[config.mk]
export PLATFORM = sky130hd
export DESIGN_NAME = clmul_digit_serial
export DESIGN_NICKNAME = d
export VERILOG_FILES = /design/src/rtl/clmul_pkg.sv /design/src/rtl/clmul_digit.sv /design/src/rtl/clmul_digit_serial.sv
export SDC_FILE = /design/constraint.sdc
export NUM_CORES = 1
export LEC_CHECK = 0
export BUFFER_PORTS_ARGS = -buffer_cell sky130_fd_sc_hd__buf_2
export CORE_MARGIN = 2
export CORE_UTILIZATION = 55
export DETAILED_ROUTE_END_ITERATION = 12
export GPL_TIMING_DRIVEN = 1
export PLACE_DENSITY_LB_ADDON = 0.1
export SLEW_MARGIN = 10
export SYNTH_ARGS = -nofsm -noshare
export SYNTH_HDL_FRONTEND = slang
export SYNTH_SLANG_ARGS = --single-unit
export TNS_END_PERCENT = 5
[constraint.sdc]
create_clock -name clk -period 6.4 [get_ports clk]
set_input_delay 0.32 -clock clk [delete_from_list [all_inputs] [get_ports clk]]
set_output_delay 0.32 -clock clk [all_outputs]
set_load 0.02 [all_outputs]
[src/rtl/clmul_pkg.sv]
// Shared types and elaboration helpers for the digit-serial carry-less multiplier.
package clmul_pkg;

  typedef enum logic [1:0] {IDLE, BUSY, DONE} state_t;

  // Never returns less than 1, so the result can always size a counter.
  function automatic int clog2(input int v);
    int r;
    r = 1;
    for (int i = 1; i < 32; i++)
      if ((1 << i) < v) r = i + 1;
    return r;
  endfunction

  function automatic int ceil_div(input int n, input int d);
    return (n + d - 1) / d;
  endfunction

  function automatic logic [126:0] clmul_ref(input logic [63:0] a, input logic [63:0] b);
    logic [126:0] r;
    r = '0;
    for (int i = 0; i < 64; i++)
      if (b[i]) r = r ^ ({63'b0, a} << i);
    return r;
  endfunction

endpackage

[src/rtl/clmul_digit.sv]
// Combinational WIDTH x DIGIT carry-less multiplier: one digit row per call.
module clmul_digit #(
  parameter int WIDTH = 26,
  parameter int DIGIT = 4
) (
  input  logic [WIDTH-1:0]       a,
  input  logic [DIGIT-1:0]       d,
  output logic [WIDTH+DIGIT-2:0] p
);

  localparam int PW = WIDTH + DIGIT - 1;

  always_comb begin
    p = '0;
    for (int j = 0; j < DIGIT; j++)
      if (d[j]) p = p ^ (PW'(a) << j);
  end

endmodule

[src/rtl/clmul_digit_serial.sv]
// Sequential GF(2)[x] multiplier consuming DIGIT bits of b per cycle, LSB digit first,
// with optional XOR-accumulation into the previously delivered result.
module clmul_digit_serial
  import clmul_pkg::*;
#(
  parameter int WIDTH = 26,
  parameter int DIGIT = 4
) (
  input  logic               clk,
  input  logic               rst_n,
  input  logic               in_valid,
  output logic               in_ready,
  input  logic [WIDTH-1:0]   a,
  input  logic [WIDTH-1:0]   b,
  input  logic               acc_en,
  output logic               out_valid,
  input  logic               out_ready,
  output logic [2*WIDTH-2:0] y
);

  localparam int NDIG  = ceil_div(WIDTH, DIGIT);
  localparam int CNT_W = clog2(NDIG);
  localparam int YW    = 2 * WIDTH - 1;
  localparam int PW    = WIDTH + DIGIT - 1;
  localparam int BW    = NDIG * DIGIT;
  localparam logic [CNT_W-1:0] LAST = CNT_W'(NDIG - 1);

  state_t           state;
  logic [CNT_W-1:0] cnt;
  logic [WIDTH-1:0] a_p0;
  logic [BW-1:0]    b_p0;
  logic [YW-1:0]    acc;
  logic [PW-1:0]    partial;
  logic [YW-1:0]    acc_nxt;

  // b_p0 shifts right each cycle, so the live digit is always its low DIGIT bits;
  // the zero padding above WIDTH feeds the short final digit.
  clmul_digit #(.WIDTH(WIDTH), .DIGIT(DIGIT)) u_digit (
    .a (a_p0),
    .d (b_p0[DIGIT-1:0]),
    .p (partial)
  );

  // Shifting in YW width drops only bits that are zero by construction.
  always_comb acc_nxt = acc ^ (YW'(partial) << (cnt * DIGIT));

  // y doubles as the previous-result register used by accumulate mode.
  always_ff @(posedge clk) begin
    if (!rst_n) begin
      state     <= IDLE;
      in_ready  <= 1'b1;
      out_valid <= 1'b0;
      cnt       <= '0;
      acc       <= '0;
      y         <= '0;
    end else begin
      case (state)
        IDLE: begin
          if (in_valid) begin
            a_p0     <= a;
            b_p0     <= BW'(b);
            cnt      <= '0;
            acc      <= acc_en ? y : '0;
            in_ready <= 1'b0;
            state    <= BUSY;
          end
        end
        BUSY: begin
          acc  <= acc_nxt;
          b_p0 <= b_p0 >> DIGIT;
          cnt  <= cnt + 1'b1;
          if (cnt == LAST) begin
            y         <= acc_nxt;
            out_valid <= 1'b1;
            state     <= DONE;
          end
        end
        DONE: begin
          if (out_ready) begin
            out_valid <= 1'b0;
            in_ready  <= 1'b1;
            state     <= IDLE;
          end
        end
        default: begin
          state     <= IDLE;
          in_ready  <= 1'b1;
          out_valid <= 1'b0;
        end
      endcase
    end
  end

endmodule

==> impl_results.md <==
* Starting DRC count in detailed routing at approximately 1,000
* Worst Clk Skew at 0.0130 ns
* FP Rows at 51
* Accumulated negative setup slack at 0 ns
* Worst path max stage delay at around 0.96 ns
* Tot GR Track Use at just under 30%
* Crit path launch: b_p0[0]
* EDFF count, synth at 52
* Worst path slowest cell: sky130_fd_sc_hd__edfxtp_1
* Grt ovf at 0
* Cell variety after synth at 71
* Mean cell area of the mapped netlist at 8.30 um2
* First-pass GRT wire length at 50,100 um
* Weighted congestion reported at the end of routability-driven placement at slightly below 1
* Chip height at 145 um
* Final Hold Slack at ~0.048 ns
* Critical path launch point type: flop
* Arr. time, crit path at 3.68 ns
* Number of global-route vias before repair at 9,434
* Crit path buffers/inverters at 0
* Hold Path Origin: a[17]
* Initial antenna violation count at 0
* Cell Area, Placed at 11,600 um2
* Number of buffer cells added on primary ports at 109
* Top cell type by total area after synthesis: sky130_fd_sc_hd__dfxtp_1
* Worst-Skew Late Latency at 0.44 ns
* Routed wire length per instance at 19.0 um
* Share of cells above drive strength 1 at 14.6%
* Total die area at 21,000 um2
* Post-layout worst setup margin at 3.05 ns
* Routed vias/inst at 6.12
* Period utilisation layout at 52.3%
* DRC Markers at 0
* Post-layout minimum cycle time at 3.35 ns
* Total of flip-flops plus latches after synthesis at 190
* Slew Limit Fails at 0
* Via count of the routed design at 10,088
* Wire length reported by the detailed router at 31,300 um
* Syn Std Cell Area at around 11,000 um2
* Family of cells with the greatest summed delay on the critical path: flip-flops
* Post_cts resized at 0
* Post-CTS repair timing setup buffer count at 0
* Max IR drop VDD at 0.173 mV
* Run status: finished clean
* Final total power at 2.97 mW
* Pin count of the biggest net entering global routing at 87
* Final Hold Violating Endpoints at 0
* Quantity of hold-fixing buffers added after cts at 0
* Placed wire-length estimate after detailed placement at 21,700 um
* Die Span X at approximately 150 um
* Setup violation total in the final timing report at 0
* Share of synthesized area occupied by flip-flops and latches at 39.5%
* Critical path class: flop to flop
* Endpoint class of the critical path: flop
* R2r startpoint: b_p0[0]
* RSZ-0062 raised after global routing: no
* Chain of cells forming the critical path: nand2_1 -> xnor2_1 -> xnor2_1 -> mux2i_1 -> mux2_2 -> o22ai_1 -> mux2i_1 -> a221o_1
* Syn Inst Count at 1,317
* CTS H-Tree Depth at 4
* Core outline area at 19,500 um2
* Top-level I/O count at 110
* Pwr dens at 244 nW/um2
* Worst Path Required at roughly 6.7 ns
* Buffers from clock root to sink, at most at 2
* Synth Flop Type: sky130_fd_sc_hd__dfxtp_1
* Top cell type's share of synthesized area at 25.3%
* Clock buffers created by TritonCTS at 17
* Static leakage at 4.81 nW
* Design Area, Final at 12,200 um2
* CP max FO at 27
* # nets final at roughly 1,400
* Fmax at around 300 MHz
* Count of yosys warnings during synthesis at 0
* Slew of the pin with the lowest slew margin at 1.25 ns
* Cells taking the most area after synthesis: sky130_fd_sc_hd__dfxtp_1 25%, sky130_fd_sc_hd__edfxtp_1 14%, sky130_fd_sc_hd__nand2_1 9.1%
* Number of detailed-routing iterations run before antenna repair at 6
* Antenna-violating nets left at 0
* Post-Synthesis Net Count at 1,376
* Max-cap viol count at 0
* Tightest Hold Check Type: input port to flop
* Number of diodes added for antenna fixing at 0
* Relative area change from synthesis to final layout at 11.3%
* Effective utilization at floorplan at approximately 56%
* Clock slew seen by the registers of the worst setup and hold paths at 0.08 ns
* Root buffer cell: sky130_fd_sc_hd__clkbuf_16
* Max-Slew Margin vs Limit at between 15 and 20%
* Pre-CTS worst setup slack at 3.14 ns
* Clock tree from TritonCTS: done
* Share of synthesized registers carrying an async set or reset at 0%
* Number of clock sinks at 190
synth_stat cells, drive strengths merged, types with 24 or more instances:
cell and number:
nand2 264, dfxtp 138, nor2 119, xor2 67
clkbuf 64, o21ai 59, a21oi 54, edfxtp 52
nor3 49, xnor2 49, nand3 47, mux2i 31
buf 28, a22oi 24
per-stage QoR:
stage | utilization [%] | cells
after floorplan | - | 1317
after global placement | 59.5 | 1616
after detailed placement | 59.5 | 1616
after CTS | 62.5 | 1648
after global routing | 62.5 | 1648
final | 62.5 | 1648
path summary, 6_finish.rpt:
path,to,slack [ns],cells past startpoint
worst max register to register,acc[31],3.05,8
worst max-delay path,acc[31],3.05,8
worst min-delay path,a_p0[17],0.05,1
worst min register to register,acc[26],0.49,2
flip-flops by register name, indices dropped and copies added, names as in the netlist:
name and flops:
in_ready 1, acc 51, out_valid 1, cnt 32, y 51, state 2
a_p0 26, b_p0 26
where the power goes:
part / switching (mW) / total, mW / leakage [nW] / internal, mW
registers: 0.0403 / 1.32 / 1.60 / 1.28
logic: 0.365 / 0.574 / 2.91 / 0.208
clock network: 0.516 / 1.08 / 0.288 / 0.565
placed cells by master, fill, tap and decap left out, drive strengths merged, types with 22 or more instances in the layout:
| cell | synthesis | routed |
|---|---|---|
| dfxtp | 138 | 138 |
| nand2 | 264 | 264 |
| nor3 | 49 | 49 |
| xnor2 | 49 | 49 |
| nand3 | 47 | 47 |
| a21oi | 54 | 54 |
| mux2i | 31 | 31 |
| xor2 | 67 | 67 |
| and3 | 22 | 22 |
| a22oi | 24 | 24 |
| nor2 | 119 | 119 |
| edfxtp | 52 | 52 |
| buf | 28 | 126 |
| o21ai | 59 | 59 |
cell families after synthesis:
logic type	Yosys count	synth area share [%]
and+or+nand+nor	573	23.5
muxes	50	5.82
buffers and inverters	103	3.86
DFF	190	39.5
xor gates and xnor gates	117	9.51
adders and majority gates	2	0.229
AOI/OAI and AO/OA	282	17.5
per-layer routing:
layer | track usage (%) | vias up | routed length [um]
li1 | - | 4812 | -
met1 | 39.1 | 4742 | 13400
met2 | 46.9 | 457 | 14300
met3 | 5.60 | 77 | 2250
met4 | 13.7 | 0 | 1400
met5 | 0 | - | 0
final cells by class:
cell class                 instances  area, um2
tap                              265        332
multi-input combinational       1024       6210
clock buffer                      19        443
fill                            1678       7290
timing repair buffer             126        673
clock inverter                    13        146
inverter                          11       41.3
sequential                       190       4320
Note: power is estimated with default switching activity, not from simulation.
